<file path="config.mk">
export PLATFORM = sky130hd
export DESIGN_NAME = mat_transpose_stream_flat
export DESIGN_NICKNAME = d
export VERILOG_FILES = /design/src/rtl/linalg_pkg.sv /design/src/rtl/mat_transpose_stream_if.sv /design/src/rtl/mat_idx_counter.sv /design/src/rtl/mat_transpose_stream.sv /design/src/flat_wrapper.sv
export SDC_FILE = /design/constraint.sdc
export NUM_CORES = 1
export LEC_CHECK = 0
export CORE_MARGIN = 2
export CORE_UTILIZATION = 55
export DETAILED_ROUTE_END_ITERATION = 8
export DONT_BUFFER_PORTS = 1
export PLACE_DENSITY = 0.82
export SLEW_MARGIN = 15
export SYNTH_ARGS = -nofsm -noshare
export SYNTH_HDL_FRONTEND = slang
export SYNTH_SLANG_ARGS = --single-unit
</file>
<file path="constraint.sdc">
create_clock -name clk -period 6.19 [get_ports clk]
set_clock_uncertainty 0.2 [all_clocks]
set_input_delay 1.238 -clock clk [delete_from_list [all_inputs] [get_ports clk]]
set_output_delay 1.238 -clock clk [all_outputs]
set_load 0.05 [all_outputs]
</file>
<file path="src/rtl/linalg_pkg.sv">
// Shared linalg definitions: element width, transpose FSM states,
// and the index-width helper used by the 2-D counters.
package linalg_pkg;

    localparam int LINALG_W = 32;

    typedef enum logic {
        FILL  = 1'b0,
        DRAIN = 1'b1
    } xpose_state_t;

    function automatic int idx_w(input int n);
        return (n > 1) ? $clog2(n) : 1;
    endfunction

endpackage

</file>
<file path="src/rtl/mat_transpose_stream_if.sv">
// Element-serial stream bundle for mat_transpose_stream:
// producer side (in_*) and consumer side (out_*).
interface mat_transpose_stream_if
    import linalg_pkg::*;
#(
    parameter int W = LINALG_W
);

    logic         in_valid;
    logic         in_ready;
    logic [W-1:0] in_data;
    logic         out_valid;
    logic         out_ready;
    logic [W-1:0] out_data;
    logic         out_last;

    modport master (
        output in_valid,
        output in_data,
        output out_ready,
        input  in_ready,
        input  out_valid,
        input  out_data,
        input  out_last
    );

    modport slave (
        input  in_valid,
        input  in_data,
        input  out_ready,
        output in_ready,
        output out_valid,
        output out_data,
        output out_last
    );

endinterface

</file>
<file path="src/rtl/mat_idx_counter.sv">
// 2-D wrap counter over a ROWS x COLS grid, stepping
// row-major (c fastest) or column-major (r fastest).
module mat_idx_counter
    import linalg_pkg::*;
#(
    parameter int ROWS      = 2,
    parameter int COLS      = 3,
    parameter bit COL_MAJOR = 1'b0,
    localparam int RW       = idx_w(ROWS),
    localparam int CW       = idx_w(COLS)
) (
    input  logic          clk,
    input  logic          rst_n,
    input  logic          clr,
    input  logic          inc,
    output logic [RW-1:0] r,
    output logic [CW-1:0] c,
    output logic          at_end
);

    logic r_end;
    logic c_end;

    assign r_end  = (r == RW'(ROWS - 1));
    assign c_end  = (c == CW'(COLS - 1));
    assign at_end = r_end && c_end;

    always_ff @(posedge clk or negedge rst_n) begin
        if (!rst_n) begin
            r <= '0;
            c <= '0;
        end else if (clr) begin
            r <= '0;
            c <= '0;
        end else if (inc) begin
            if (COL_MAJOR) begin
                if (r_end) begin
                    r <= '0;
                    c <= c_end ? '0 : c + 1'b1;
                end else begin
                    r <= r + 1'b1;
                end
            end else begin
                if (c_end) begin
                    c <= '0;
                    r <= r_end ? '0 : r + 1'b1;
                end else begin
                    c <= c + 1'b1;
                end
            end
        end
    end

endmodule

</file>
<file path="src/rtl/mat_transpose_stream.sv">
// Buffers an M x N matrix fed row-major, then streams its
// N x M transpose row-major (column-major walk of the input).
module mat_transpose_stream
    import linalg_pkg::*;
#(
    parameter int M = 2,
    parameter int N = 3,
    parameter int W = LINALG_W,
    localparam int RW = idx_w(M),
    localparam int CW = idx_w(N)
) (
    input logic                   clk,
    input logic                   rst_n,
    mat_transpose_stream_if.slave s
);

    xpose_state_t state_q;
    xpose_state_t state_d;

    logic [RW-1:0] fill_r;
    logic [CW-1:0] fill_c;
    logic [RW-1:0] drain_r;
    logic [CW-1:0] drain_c;
    logic          fill_end;
    logic          drain_end;
    logic          in_xfer;
    logic          out_xfer;

    logic [W-1:0] mem [M][N];

    assign s.in_ready  = (state_q == FILL);
    assign s.out_valid = (state_q == DRAIN);
    assign in_xfer     = s.in_valid && s.in_ready;
    assign out_xfer    = s.out_valid && s.out_ready;

    mat_idx_counter #(
        .ROWS      (M),
        .COLS      (N),
        .COL_MAJOR (1'b0)
    ) u_fill_idx (
        .clk    (clk),
        .rst_n  (rst_n),
        .clr    (state_q != FILL),
        .inc    (in_xfer),
        .r      (fill_r),
        .c      (fill_c),
        .at_end (fill_end)
    );

    mat_idx_counter #(
        .ROWS      (M),
        .COLS      (N),
        .COL_MAJOR (1'b1)
    ) u_drain_idx (
        .clk    (clk),
        .rst_n  (rst_n),
        .clr    (state_q != DRAIN),
        .inc    (out_xfer),
        .r      (drain_r),
        .c      (drain_c),
        .at_end (drain_end)
    );

    // Payload storage is never reset; only the FSM and counters are.
    always_ff @(posedge clk) begin
        if (in_xfer) begin
            mem[fill_r][fill_c] <= s.in_data;
        end
    end

    assign s.out_data = mem[drain_r][drain_c];
    assign s.out_last = s.out_valid && drain_end;

    always_ff @(posedge clk or negedge rst_n) begin
        if (!rst_n) begin
            state_q <= FILL;
        end else begin
            state_q <= state_d;
        end
    end

    always_comb begin
        state_d = state_q;
        unique case (state_q)
            FILL: begin
                if (in_xfer && fill_end) begin
                    state_d = DRAIN;
                end
            end
            DRAIN: begin
                if (out_xfer && drain_end) begin
                    state_d = FILL;
                end
            end
            default: state_d = FILL;
        endcase
    end

endmodule

</file>
<file path="src/flat_wrapper.sv">
// flat-port wrapper written by rule: the top's interface ports become plain ports
module mat_transpose_stream_flat import linalg_pkg::*;
#(
    parameter int M = 2,
    parameter int N = 3,
    parameter int W = LINALG_W,
    localparam int RW = idx_w(M),
    localparam int CW = idx_w(N)
)
  (clk, rst_n, s_in_valid, s_in_data, s_out_ready, s_in_ready, s_out_valid, s_out_data, s_out_last);
  mat_transpose_stream_if #(.W(W)) s_i ();
  input logic clk;
  input logic rst_n;
  input wire logic [$bits(s_i.in_valid)-1:0] s_in_valid;
  input wire logic [$bits(s_i.in_data)-1:0] s_in_data;
  input wire logic [$bits(s_i.out_ready)-1:0] s_out_ready;
  output wire logic [$bits(s_i.in_ready)-1:0] s_in_ready;
  output wire logic [$bits(s_i.out_valid)-1:0] s_out_valid;
  output wire logic [$bits(s_i.out_data)-1:0] s_out_data;
  output wire logic [$bits(s_i.out_last)-1:0] s_out_last;
  assign s_i.in_valid = s_in_valid;
  assign s_i.in_data = s_in_data;
  assign s_i.out_ready = s_out_ready;
  assign s_in_ready = s_i.in_ready;
  assign s_out_valid = s_i.out_valid;
  assign s_out_data = s_i.out_data;
  assign s_out_last = s_i.out_last;
  mat_transpose_stream #(.M(M), .N(N), .W(W)) u_core (.clk(clk), .rst_n(rst_n), .s(s_i));
endmodule
</file>
==> key figures <==
Die
  • I/O Pins: 71
  • # rows: 43
  • Die Y: 122 um
  • Initial Util: a little under three fifths
  • Die width: approximately 120 um
  • Die ar.: between 10000 and 15000 um^2
  • Core Area: around 14000 um^2

Yosys
  • Synthesized area: approximately 7700 um^2
  • Synth Area per Inst: about 18 um^2
  • Netlist cell types: 27
  • Cells after Synth: roughly 420
  • Syn. warnings: 0
  • Seq/Total Area, Yosys: slightly below 80%
  • Post-synthesis register bit count: slightly below 200
  • Syn nets: approximately 450

Critical path
  • Crit-path cells: buf_4 -> mux2i_1 -> o221ai_1
  • R2R Setup Slk: 3170 ps
  • Crit-path max FO: 66
  • CP bufs+invs: 1
  • Crit path max-delay cell type: dfrtp_4
  • CP Class: reg -> out
  • Delay-heaviest family, CP: flip-flops
  • Crit. End Element: output pin
  • Slowest cell delay on critical path: 1130 ps
  • Critical Path RT: about 4800 ps
  • Crit path launch type: flip-flop
  • Crit path arrival time: 3120 ps

Global routing
  • GRT overflow: 0
  • Largest net degree at the start of global routing: 67
  • GRT Total Usage: about 20%
  • Vias in the first global route: between 3000 and 4000
  • Initial antenna violation count: 0
  • First-pass GRT wire length: 21.1 mm

Clocking
  • H-tree Lvls: 4
  • CTS Buf Count: 17
  • Hold-fix buffers, CTS: 0
  • Root buffer cell: clkbuf_16
  • Setup bufs post-CTS: 0
  • Clock buffer depth: 2
  • Post-CTS resize count: 0
  • CTS tree: built
  • Clock Pin Slew Worst Setup and Hold Paths: 70 ps
  • Number of clock sinks: a little under 200
  • Clk_lat worst skew: around 430 ps

Routing
  • Drt first pass iters: 5
  • Via count: between 3000 and 4000
  • Vias per cell: around 6.0
  • Drt wl/cell: 22.5 um
  • Routed WL: between 10 and 15 mm
  • Drt initial violations: ~260
  • # DRC: 0
  • Routed Antenna Nets: 0

Timing
  • Slew Viols, Final: 0
  • RSZ-0062 raised after global routing: no
  • Final TNS setup: 0 ps
  • Worst setup margin: approximately 1600 ps
  • Ratio of final minimum period to clock period: 73.7%
  • Setup-failing EPs final: 0
  • Period minus WS final: 4560 ps
  • Upper clock frequency limit: between 200 and 250 MHz
  • Final hold vios: 0
  • Relative slew slack: approximately 22%
  • Slew at the pin closest to its max-slew limit: 1190 ps

Finish
  • Most frequent cells in the layout: edfxtp_1 (192), mux2i_1 (66), nand2_1 (36), o221ai_1 (32), mux2_1 (27)
  • Commonest non-fill, non-tap cell in the layout: edfxtp_1
  • Register Area: 5940 um^2
  • Fillers: about 1000
  • Diode count: 0
  • Layout Nets: 464
  • Synthesis-to-finish area growth: 10.0%
  • Area of the multi-input gates: roughly 1600 um^2
  • Layout cell share with drive strength beyond 1: about 14%

Outcome
  • Status: finished, final reports clean

Run
  • Max-cap violations: 0

Place
  • RD Place Congestion: about 0.73
  • HPWL after detailed placement: ~7.3 mm
  • Port Buffer Count: 0
  • DP Worst Slack: 2100 ps

Pwr
  • Power Density: between 400 and 500 nW/um^2
  • Leakage: 2.74 nW
  • Max VDD drop: ~0.27 mV

Hold path
  • Worst Hold Class: in -> async
-- worst paths after layout --
path | from | end | cells past startpoint
max in group asynchronous | rst_n | u_core.u_drain_idx.r$_DFFE_PN0P_ | 0
hold reg to reg | u_core.u_drain_idx.c[1]$_DFFE_PN0P_ | u_core.u_drain_idx.c[1]$_DFFE_PN0P_ | 2
setup / recovery | u_core.u_drain_idx.r$_DFFE_PN0P_ | s_out_data[13] | 3
hold / removal | rst_n | u_core.u_fill_idx.c[0]$_DFFE_PN0P_ | 0
setup reg to reg | u_core.s.out_valid$_DFF_PN0_ | u_core.mem[1][20]$_DFFE_PP_ | 3
min in group clk | u_core.u_drain_idx.c[1]$_DFFE_PN0P_ | u_core.u_drain_idx.c[1]$_DFFE_PN0P_ | 2
-- state kept, by name (all words and copies together), names as in the netlist --
name,cells
u_core.mem,192
u_core.u_drain_idx.r,1
u_core.u_fill_idx.r,1
u_core.s.out_valid,1
u_core.u_drain_idx.c,2
u_core.u_fill_idx.c,2
-- stage by stage --
| stage | area (um^2) | total power [mW] | hold WS [ps] | utilization (%) | cells |
|---|---|---|---|---|---|
| after floorplan | 7710 | 2.72 | 342 | - | 418 |
| after global placement | 7930 | 2.87 | 387 | 57.6 | 589 |
| after detailed placement | 7930 | 2.90 | 421 | 57.6 | 589 |
| after CTS | 8480 | 3.91 | 280 | 61.6 | 620 |
| after global routing | 8480 | 4.03 | 275 | 61.6 | 620 |
| final | 8480 | 3.88 | 291 | 61.6 | 620 |
-- cell families after synthesis --
| logic type | count (synthesis) | synth area share (%) |
|---|---|---|
| AND/OR/NAND/NOR | 58 | 3.36 |
| buffers and inverters | 25 | 2.21 |
| multiplexers | 98 | 13.2 |
| flip-flops | 199 | 77.1 |
| AO/OA/AOI/OAI | 36 | 3.90 |
| XOR/XNOR | 2 | 0.227 |
-- per-layer routing --
layer | vias to the layer above | routed length, um | GRT usage (%)
met3 | 15 | 1010 | 6.78
met5 | - | 0 | 0
met2 | 123 | 7130 | 33.2
met4 | 0 | 201 | 6.97
li1 | 1678 | - | -
met1 | 1886 | 5590 | 23.4
-- synth_stat cells (all sizes together) --
cell / count / area (um^2)
edfxtp: 192 / 5770
mux2i: 66 / 661
nand2: 37 / 141
mux2: 32 / 360
o221ai: 32 / 280
buf: 19 / 148
nor2: 8 / 32.5
dfrtp: 7 / 175
clkbuf: 5 / 18.8
nand2b: 4 / 25.0
nand3b: 3 / 22.5
a21oi: 2 / 10.0
nor3: 2 / 10.0
nor4: 2 / 12.5
o21ai: 2 / 10.0
inv: 1 / 3.75
nor4b: 1 / 8.76
or2: 1 / 6.26
xnor2: 1 / 8.76
xor2: 1 / 8.76
-- power breakdown --
group / total, mW / switching (mW) / internal (mW)
clock network: 1.02 / 0.466 / 0.554
registers: 1.82 / 0.150 / 1.67
logic: 1.04 / 0.739 / 0.300
-- area by class of cell --
cell class	count	share of cell area [%]
Tap cell	180	2.66
Sequential cell	199	70.1
Clock inverter	14	1.46
Clock buffer	17	5.02
Timing Repair Buffer	15	1.33
Multi-Input combinational cell	194	19.4
Inverter	1	0.0443
Power figures use the tool's default switching activity.
